### src/rtl/ram_march_tester.sv
// March test controller for a single-port synchronous RAM.
// Runs W(P) up / R(P)W(~P) up / R(~P)W(P) down / R(P) up, checks every
// read in-line and reports pass, error count and the first failing word.
module ram_march_tester #(
   parameter int DATA_W = 8,
   parameter int ADDR_W = 6,
   parameter int RD_LAT = 1
) (
   input  logic              clk,
   input  logic              rst_n,
   input  logic              start,
   input  logic [DATA_W-1:0] pattern,
   output logic              busy,
   output logic              done,
   output logic              pass,
   output logic [7:0]        err_count,
   output logic [ADDR_W-1:0] fail_addr,
   output logic [DATA_W-1:0] fail_expected,
   output logic [DATA_W-1:0] fail_actual,
   output logic [ADDR_W-1:0] mem_addr,
   output logic [DATA_W-1:0] mem_wdata,
   output logic              mem_we,
   input  logic [DATA_W-1:0] mem_rdata
);

   typedef enum logic [3:0] {
      IDLE  = 4'd0,
      M0_W  = 4'd1,
      M1_R  = 4'd2,
      M1_W  = 4'd3,
      M2_R  = 4'd4,
      M2_W  = 4'd5,
      M3_R  = 4'd6,
      DRAIN = 4'd7,
      DONE  = 4'd8
   } state_t;

   localparam logic [ADDR_W-1:0] ADDR_MAX   = {ADDR_W{1'b1}};
   localparam logic [ADDR_W-1:0] ADDR_ZERO  = {ADDR_W{1'b0}};
   localparam logic [ADDR_W-1:0] ADDR_ONE   = ADDR_W'(1);
   localparam logic [DATA_W-1:0] DATA_ZERO  = {DATA_W{1'b0}};
   localparam logic [1:0]        DRAIN_LAST = 2'(RD_LAT - 1);

   state_t              state_q;
   logic [DATA_W-1:0]   pat_q;
   logic [ADDR_W-1:0]   addr_q;
   logic [DATA_W-1:0]   wdata_q;
   logic                we_q;
   logic                busy_q;
   logic                done_q;
   logic                pass_q;
   logic [7:0]          err_q;
   logic [ADDR_W-1:0]   fail_addr_q;
   logic [DATA_W-1:0]   fail_exp_q;
   logic [DATA_W-1:0]   fail_act_q;
   logic [1:0]          drain_q;

   // Compare pipeline: one stage per cycle of RAM read latency.
   logic                pv_q [RD_LAT];
   logic [ADDR_W-1:0]   pa_q [RD_LAT];
   logic [DATA_W-1:0]   pe_q [RD_LAT];

   logic                rd_valid_d;
   logic [DATA_W-1:0]   rd_exp_d;
   logic                mismatch_d;

   // Classify the access currently on the RAM port: is it a read, and what must it return.
   always_comb begin
      rd_valid_d = 1'b0;
      rd_exp_d   = DATA_ZERO;
      case (state_q)
         M1_R: begin
            rd_valid_d = 1'b1;
            rd_exp_d   = pat_q;
         end
         M2_R: begin
            rd_valid_d = 1'b1;
            rd_exp_d   = ~pat_q;
         end
         M3_R: begin
            rd_valid_d = 1'b1;
            rd_exp_d   = pat_q;
         end
         default: begin
            rd_valid_d = 1'b0;
            rd_exp_d   = DATA_ZERO;
         end
      endcase
      if (pv_q[RD_LAT-1]) begin
         mismatch_d = (mem_rdata != pe_q[RD_LAT-1]);
      end else begin
         mismatch_d = 1'b0;
      end
   end

   // Shift read descriptors so each meets its data when the RAM returns it.
   always_ff @(posedge clk or negedge rst_n) begin
      if (!rst_n) begin
         for (int i = 0; i < RD_LAT; i++) begin
            pv_q[i] <= 1'b0;
            pa_q[i] <= ADDR_ZERO;
            pe_q[i] <= DATA_ZERO;
         end
      end else begin
         pv_q[0] <= rd_valid_d;
         pa_q[0] <= addr_q;
         pe_q[0] <= rd_exp_d;
         for (int i = 1; i < RD_LAT; i++) begin
            pv_q[i] <= pv_q[i-1];
            pa_q[i] <= pa_q[i-1];
            pe_q[i] <= pe_q[i-1];
         end
      end
   end

   // March sequencer with registered RAM port, status and error bookkeeping.
   always_ff @(posedge clk or negedge rst_n) begin
      if (!rst_n) begin
         state_q     <= IDLE;
         pat_q       <= DATA_ZERO;
         addr_q      <= ADDR_ZERO;
         wdata_q     <= DATA_ZERO;
         we_q        <= 1'b0;
         busy_q      <= 1'b0;
         done_q      <= 1'b0;
         pass_q      <= 1'b0;
         err_q       <= 8'd0;
         fail_addr_q <= ADDR_ZERO;
         fail_exp_q  <= DATA_ZERO;
         fail_act_q  <= DATA_ZERO;
         drain_q     <= 2'd0;
      end else begin
         done_q <= 1'b0;
         if (mismatch_d) begin
            if (err_q != 8'd255) begin
               err_q <= err_q + 8'd1;
            end
            if (err_q == 8'd0) begin
               fail_addr_q <= pa_q[RD_LAT-1];
               fail_exp_q  <= pe_q[RD_LAT-1];
               fail_act_q  <= mem_rdata;
            end
         end
         case (state_q)
            IDLE: begin
               if (start) begin
                  state_q     <= M0_W;
                  pat_q       <= pattern;
                  addr_q      <= ADDR_ZERO;
                  wdata_q     <= pattern;
                  we_q        <= 1'b1;
                  busy_q      <= 1'b1;
                  pass_q      <= 1'b0;
                  err_q       <= 8'd0;
                  fail_addr_q <= ADDR_ZERO;
                  fail_exp_q  <= DATA_ZERO;
                  fail_act_q  <= DATA_ZERO;
               end else begin
                  addr_q  <= ADDR_ZERO;
                  wdata_q <= DATA_ZERO;
                  we_q    <= 1'b0;
               end
            end
            M0_W: begin
               if (addr_q == ADDR_MAX) begin
                  state_q <= M1_R;
                  addr_q  <= ADDR_ZERO;
                  wdata_q <= DATA_ZERO;
                  we_q    <= 1'b0;
               end else begin
                  addr_q  <= addr_q + ADDR_ONE;
                  wdata_q <= pat_q;
                  we_q    <= 1'b1;
               end
            end
            M1_R: begin
               state_q <= M1_W;
               wdata_q <= ~pat_q;
               we_q    <= 1'b1;
            end
            M1_W: begin
               if (addr_q == ADDR_MAX) begin
                  state_q <= M2_R;
                  addr_q  <= ADDR_MAX;
               end else begin
                  state_q <= M1_R;
                  addr_q  <= addr_q + ADDR_ONE;
               end
               wdata_q <= DATA_ZERO;
               we_q    <= 1'b0;
            end
            M2_R: begin
               state_q <= M2_W;
               wdata_q <= pat_q;
               we_q    <= 1'b1;
            end
            M2_W: begin
               if (addr_q == ADDR_ZERO) begin
                  state_q <= M3_R;
               end else begin
                  state_q <= M2_R;
                  addr_q  <= addr_q - ADDR_ONE;
               end
               wdata_q <= DATA_ZERO;
               we_q    <= 1'b0;
            end
            M3_R: begin
               if (addr_q == ADDR_MAX) begin
                  state_q <= DRAIN;
                  addr_q  <= ADDR_ZERO;
                  drain_q <= 2'd0;
               end else begin
                  addr_q <= addr_q + ADDR_ONE;
               end
               wdata_q <= DATA_ZERO;
               we_q    <= 1'b0;
            end
            DRAIN: begin
               if (drain_q == DRAIN_LAST) begin
                  state_q <= DONE;
                  drain_q <= 2'd0;
               end else begin
                  drain_q <= drain_q + 2'd1;
               end
               addr_q  <= ADDR_ZERO;
               wdata_q <= DATA_ZERO;
               we_q    <= 1'b0;
            end
            DONE: begin
               state_q <= IDLE;
               done_q  <= 1'b1;
               busy_q  <= 1'b0;
               pass_q  <= (err_q == 8'd0);
               addr_q  <= ADDR_ZERO;
               wdata_q <= DATA_ZERO;
               we_q    <= 1'b0;
            end
            default: begin
               state_q <= IDLE;
               busy_q  <= 1'b0;
               addr_q  <= ADDR_ZERO;
               wdata_q <= DATA_ZERO;
               we_q    <= 1'b0;
            end
         endcase
      end
   end

   assign busy          = busy_q;
   assign done          = done_q;
   assign pass          = pass_q;
   assign err_count     = err_q;
   assign fail_addr     = fail_addr_q;
   assign fail_expected = fail_exp_q;
   assign fail_actual   = fail_act_q;
   assign mem_addr      = addr_q;
   assign mem_wdata     = wdata_q;
   assign mem_we        = we_q;

endmodule

### config.mk
export PLATFORM = sky130hd
export DESIGN_NAME = ram_march_tester
export DESIGN_NICKNAME = d
export VERILOG_FILES = /design/src/rtl/ram_march_tester.sv
export SDC_FILE = /design/constraint.sdc
export NUM_CORES = 1
export LEC_CHECK = 0
export BUFFER_PORTS_ARGS = -buffer_cell sky130_fd_sc_hd__buf_2
export CAP_MARGIN = 5
export CORE_UTILIZATION = 40
export CTS_BUF_LIST = sky130_fd_sc_hd__clkbuf_2 sky130_fd_sc_hd__clkbuf_4 sky130_fd_sc_hd__clkbuf_8
export DETAILED_ROUTE_END_ITERATION = 6
export SLEW_MARGIN = 20
export SYNTH_ARGS = -nofsm -noshare
export SYNTH_HDL_FRONTEND = slang
export SYNTH_SLANG_ARGS = --single-unit
### constraint.sdc
create_clock -name clk -period 1.8 [get_ports clk]
set_input_delay 0.18 -clock clk [delete_from_list [all_inputs] [get_ports clk]]
set_output_delay 0.18 -clock clk [all_outputs]
set_load 0.01 [all_outputs]
# Word-level counts from Yosys, hierarchy flattened

Index checks and enable logic that the tools add are counted.

Register bits: 77
Input port bits: 19
Output and inout port bits: 48
Word-level logic and storage cells: 100

Add/subtract/negate cells: 4
Equal/unequal tests: 16
Muxes and demuxes: 44
Bitwise logic cells: 3
Reduce and logical (&&, ||, !) cells: 17

Operator list:

| operator                                                               | number |
|---|---|
| 8-bit two-way mux                                                      | 14 |
| 6-bit two-way mux                                                      | 7 |
| 4-bit one-hot mux with 8 select lines                                  | 1 |
| 8-bit one-hot mux with 4 select lines                                  | 1 |
| 6-bit one-hot mux with 4 select lines                                  | 1 |
| 4-bit by 3-bit equality test with 1-bit output (second input constant) | 4 |
| 4-bit two-way mux                                                      | 4 |
| 8-bit one-hot mux with 2 select lines                                  | 1 |
| 2-bit != test (second input constant)                                  | 5 |
| 2-bit AND reduction                                                    | 5 |
| 8-bit by 1-bit adder with 8-bit output (second input constant)         | 1 |
| 4-bit by 2-bit equality test with 1-bit output (second input constant) | 2 |
| 8-bit logical NOT                                                      | 1 |
| 8-bit != test                                                          | 1 |
| 8-bit != test (second input constant)                                  | 1 |
| 8-bit NOT                                                              | 1 |
| 1-bit two-way mux                                                      | 7 |
| 7-bit OR reduction                                                     | 1 |
| 6-bit by 1-bit adder with 6-bit output (second input constant)         | 1 |
| 6-bit equality test (second input constant)                            | 1 |
| 6-bit logical NOT                                                      | 1 |
| 2-bit two-way mux                                                      | 3 |
| 2-bit OR reduction                                                     | 3 |
| 6-bit by 1-bit subtractor with 6-bit output (second input constant)    | 1 |
| other kinds (13)                                                       | 16 |

# Logic depth before layout (Yosys ltp)

Depth in word-level cells: 5
Mapped depth: 7
Gate-level depth less buffers: 7

# Worst setup path before layout

No wires, ideal clock.

Path type: flip-flop to flip-flop
Start: register addr_q[0] (netlist: mem_addr[0])
End: register addr_q[3] (netlist: mem_addr[3])
Setup time: 0.086 ns
Data arrival time: 1.699 ns
Required time: 1.714 ns
Setup slack: 0.016 ns
Cell stages (with the launch flop): 8
Buffers on the path: 0
Period minus slack after synthesis: 1.784 ns
Cell sequence: dfrtp_1 inv_1 ha_1 or3b_4 nor3_2 o31a_1 a211o_1 a32oi_1

Word-level cells in the longest chain between the ends: 3
Elaborated cells between the ends (all ways): 10
Classes of those cells: add/sub (2); eq/ne (2); mux (4); reduce/logical (2)

Ends and longest elaborated chain:

| element                                                                      | RTL line      | source |
|---|---|---|
| start, declared                                                              | 46            | `logic [ADDR_W-1:0] addr_q;` |
| start signal, assigned                                                       | 171           | `addr_q <= addr_q + ADDR_ONE;` |
| start signal, assigned                                                       | 187           | `addr_q <= addr_q + ADDR_ONE;` |
| start signal, assigned                                                       | 202           | `addr_q <= addr_q - ADDR_ONE;` |
| 6-bit by 1-bit adder with 6-bit output (tied with other cells)               | 171, 187, 213 |  |
| 6-bit two-way mux (tied with other cells)                                    | 165, 208      |  |
| 6-bit one-hot mux with 4 select lines or 2-bit AND reduction (tied branches) | n/a           |  |

Parallel ways exist; a longest one is shown, timed or not. The select of a mux whose other input is x is not followed.
A chain may end at the register's enable or synchronous reset.

# Final worst setup path

Start: register addr_q[0] (netlist: mem_addr[0])
End: register addr_q[5] (netlist: mem_addr[5])

The elaborated chain is that of the path after synthesis.

==> flow_metrics.py <==
metrics = {
    "sta": {
        "worst_slew_pin_slew_ns": 0.4567,
        "maxSlewHeadroom": 0.6956,
        "slew_viol_final": 0,
        "max_freq_ghz": 0.5513,
        "rsz0062_at_grt": "true",
        "setup_ws_ns": -0.01386,
        "post-route-period-util": 1.008,
        "final_hold_viol_count": 0,
        "finalSetupViolCount": 1,
        "finClkSkew_ns": 0.009470,
        "period_needed_ns": 1.814,
        "hold_ws_ns": 0.04535,
    },
    "grt": {
        "overflow": 0,
        "grt_pass1_wl_um": 14770,
        "antenna_found_initial": 0,
        "grt_max_degree": 50,
        "grt_pass1_vias": 3017,
        "grt_use_total": 0.1908,
    },
    "clock_network": {
        "cts_buffer_depth": 2,
        "cts_tree": "yes",
        "clkTransAtPathRegs_ns": 0.08,
        "cts_root_buf": "clkbuf_8",
        "numCtsBuffers": 9,
        "cts_max_level": 3,
        "cts_sinks": 77,
        "clk_latency_ns": 0.35,
    },
    "routing": {
        "avgRoutedWirePerCell_um": 14.81,
        "ant_nets": 0,
        "viasPerCell": 5.225,
        "firstDrtPassIters": 4,
        "vias": 3187,
        "route.detailed.drc": 0,
        "drtIter0Drc": 134,
        "drt-total-wl_um": 9034,
    },
    "logic_synthesis": {
        "yosysSeqAreaShare": 0.5098,
        "async_flop_share": 1.000,
        "synth_cells": 399,
        "synth_edf_count": 0,
        "synthDistinctLibCells": 61,
        "syn_nets": 424,
        "synth_ff_type": "dfrtp_1",
        "netlist_area_um2": 3780,
        "ys_seq_elements": 77,
        "syn_area_per_cell_um2": 9.473,
        "yosysWarnings": 0,
    },
    "setup_path": {
        "crit_required_ns": 2.02,
        "rr_startpoint": "mem_addr[0]$_DFFE_PN0P_",
        "critPathArrivalTime_ns": 2.03,
        "path_class": "register to register",
        "crit_chain": "buf_4 > or3_4 > o311ai_2 > o41ai_1 > a211oi_1 > o32ai_1",
        "cp_top_family": "compound AO/OA/AOI/OAI gates",
        "slowest_delay_ns": 0.44,
        "crit_buf_inv": 1,
        "end_kind": "register",
        "cpMaxStageDelayCell": "dfrtp_1",
        "reg2regPathDepth": 6,
        "r2r_setup_slack_ns": -0.01,
        "r2r-end": "mem_addr[5]$_DFFE_PN0P_",
        "setup.worst_path.start_class": "register",
        "cp_max_fo": 4,
    },
    "finish": {
        "stdcell_count": 610,
        "area_growth_pct": 27.04,
        "stdcell_area_um2": 4802,
        "final_nets": 520,
        "antenna_cells": 0,
        "drive_gt1_frac": 0.3086,
    },
    "run_status": {
        "status": "finished with violations",
        "failed_checks": "negative setup slack",
    },
    "die": {
        "fp.dieH_um": 99.21,
        "core_area_um2": 9196,
        "io_pins": 67,
        "die_area_um2": 9843,
        "die-width_um": 99.21,
        "initial_utilization": 0.4110,
        "rows": 35,
    },
    "placed_design": {
        "dpl.cell_count": 590,
        "portBuffers": 66,
        "placed_area_um2": 4466,
        "dpl.hpwl_um": 6494,
        "place_congestion": 0.8619,
        "post-place-ws_ns": -0.08071,
    },
    "power_and_ir_drop": {
        "leakagePower_nw": 2.257,
        "ir_drop_v": 0.0003191,
        "p_total_w": 0.003710,
        "p_per_area_nw_per_um2": 772.5,
    },
    "hold_path": {
        "hold_end": "pat_q[4]$_DFFE_PN0P_",
        "hold-path-cell-count": 3,
        "min_from": "pattern[4]",
        "min_path_type": "input port to register",
    },
    "flow_run": {
        "cap_violations": 0,
    },
}
## registers in the layout, indices dropped and copies added (netlist names), 2 cells and up
name / cells
fail_actual: 8
mem_addr: 6
state_q: 4
fail_addr: 6
mem_wdata: 8
drain_q: 2
err_count: 8
pa_q: 6
fail_expected: 8
pe_q: 8
pat_q: 8
## power by group
group          switching, W  internal (W)  total (W)
clock              0.000607      0.000704    0.00131
combinational      0.000290      0.000245   0.000535
sequential        0.0000629       0.00180    0.00186
total              0.000960       0.00275    0.00371
## worst min-delay path: stages
cell and delay, ns:
buf_2 0.09, nand2_1 0.04, nand2_1 0.04
## synthesized netlist by cell type (all sizes together), types with 2 or more instances
master,n,area [um2]
nor3,3,25.02
nor4,3,33.78
a22o,2,17.52
a2bb2oi,2,17.52
a21oi,8,40.04
buf,14,87.58
a211o,2,17.52
nand4,4,25.02
ha,6,75.07
a32oi,2,17.52
nand2b,5,31.28
a21o,2,15.01
nor3b,2,20.02
o21a,2,15.01
nand2,69,259.0
and3,4,26.28
dfrtp,77,1927
o21ai,44,220.2
a221o,8,80.08
a31oi,4,25.02
o211ai,2,20.02
o311ai,2,25.03
nor2,32,120.1
o31ai,2,15.01
xnor2,10,87.58
and2,3,18.77
inv,11,41.29
clkbuf,10,38.78
nor2b,3,26.27
nand3,37,190.2
o31a,3,26.28
or3,4,30.03
a211oi,2,15.01
## how the worst max path moves through the flow
| stage | from | endpoint | cells past startpoint |
|---|---|---|---|
| 2_1_floorplan | mem_addr[0]$_DFFE_PN0P_ | mem_addr[3]$_DFFE_PN0P_ | 7 |
| 3_3_place_gp | mem_addr[0]$_DFFE_PN0P_ | mem_wdata[3]$_DFF_PN0_ | 6 |
| 3_5_place_dp | mem_addr[0]$_DFFE_PN0P_ | mem_wdata[7]$_DFF_PN0_ | 6 |
| 4_1_cts | mem_addr[0]$_DFFE_PN0P_ | mem_addr[3]$_DFFE_PN0P_ | 7 |
| 5_1_grt | mem_addr[0]$_DFFE_PN0P_ | mem_addr[3]$_DFFE_PN0P_ | 7 |
| 6_report | mem_addr[0]$_DFFE_PN0P_ | mem_addr[5]$_DFFE_PN0P_ | 6 |
## layout by cell type (no fill, tap or decap), drive strengths merged, types with 3 or more instances in the layout
master    n
buf     108
dfrtp    77
nand2    69
o21ai    44
nand3    37
nor2     32
clkbuf   11
inv      11
xnor2    10
a221o     8
a21oi     8
ha        6
nand2b    5
nand4     4
and3      4
or3       4
a31oi     4
and2      3
o31a      3
nor3      3
nor4      3
nor2b     3
## cells by family after synthesis
group,Yosys count,synth area share
buf+inv,35,0.04435
xor+xnor,10,0.02317
flops,77,0.5098
compound gates,98,0.1768
fa+ha+maj,6,0.01986
simple gates,173,0.2261
## metal layers
layer | global-route usage | part of all wire
met4 | 0.06109 | 0.013
met3 | 0.03795 | 0.036
met5 | 0 | 0
met1 | 0.2837 | 0.51
met2 | 0.2794 | 0.44
## cell type report
type                            instances  area, um2
Inverter                               11      41.29
Fill cell                             855       4394
Timing Repair Buffer                  109      708.2
Tap cell                              111      138.9
Multi-Input combinational cell        287       1783
Clock buffer                           11      151.4
Clock inverter                          4      47.55
Sequential cell                        77       1932
## stage by stage
stage,util,TNS (ns)
after global placement,0.4856,-0.1727
after global routing,0.5222,-0.2802
after CTS,0.5112,0
final,0.5222,-0.01386
after detailed placement,0.4856,-0.6375
after floorplan,-,0
## what timing repair did
item | 4_1_cts | 5_1_grt
hold endpoints to repair | 28 | 0
gates resized for setup | 5 | 22
buffers inserted | 1 | 4
setup endpoints to repair | 13 | 18
pin swaps | 3 | 5
hold buffers | 1 | 0
No activity file was read; power rests on OpenSTA's default activity.
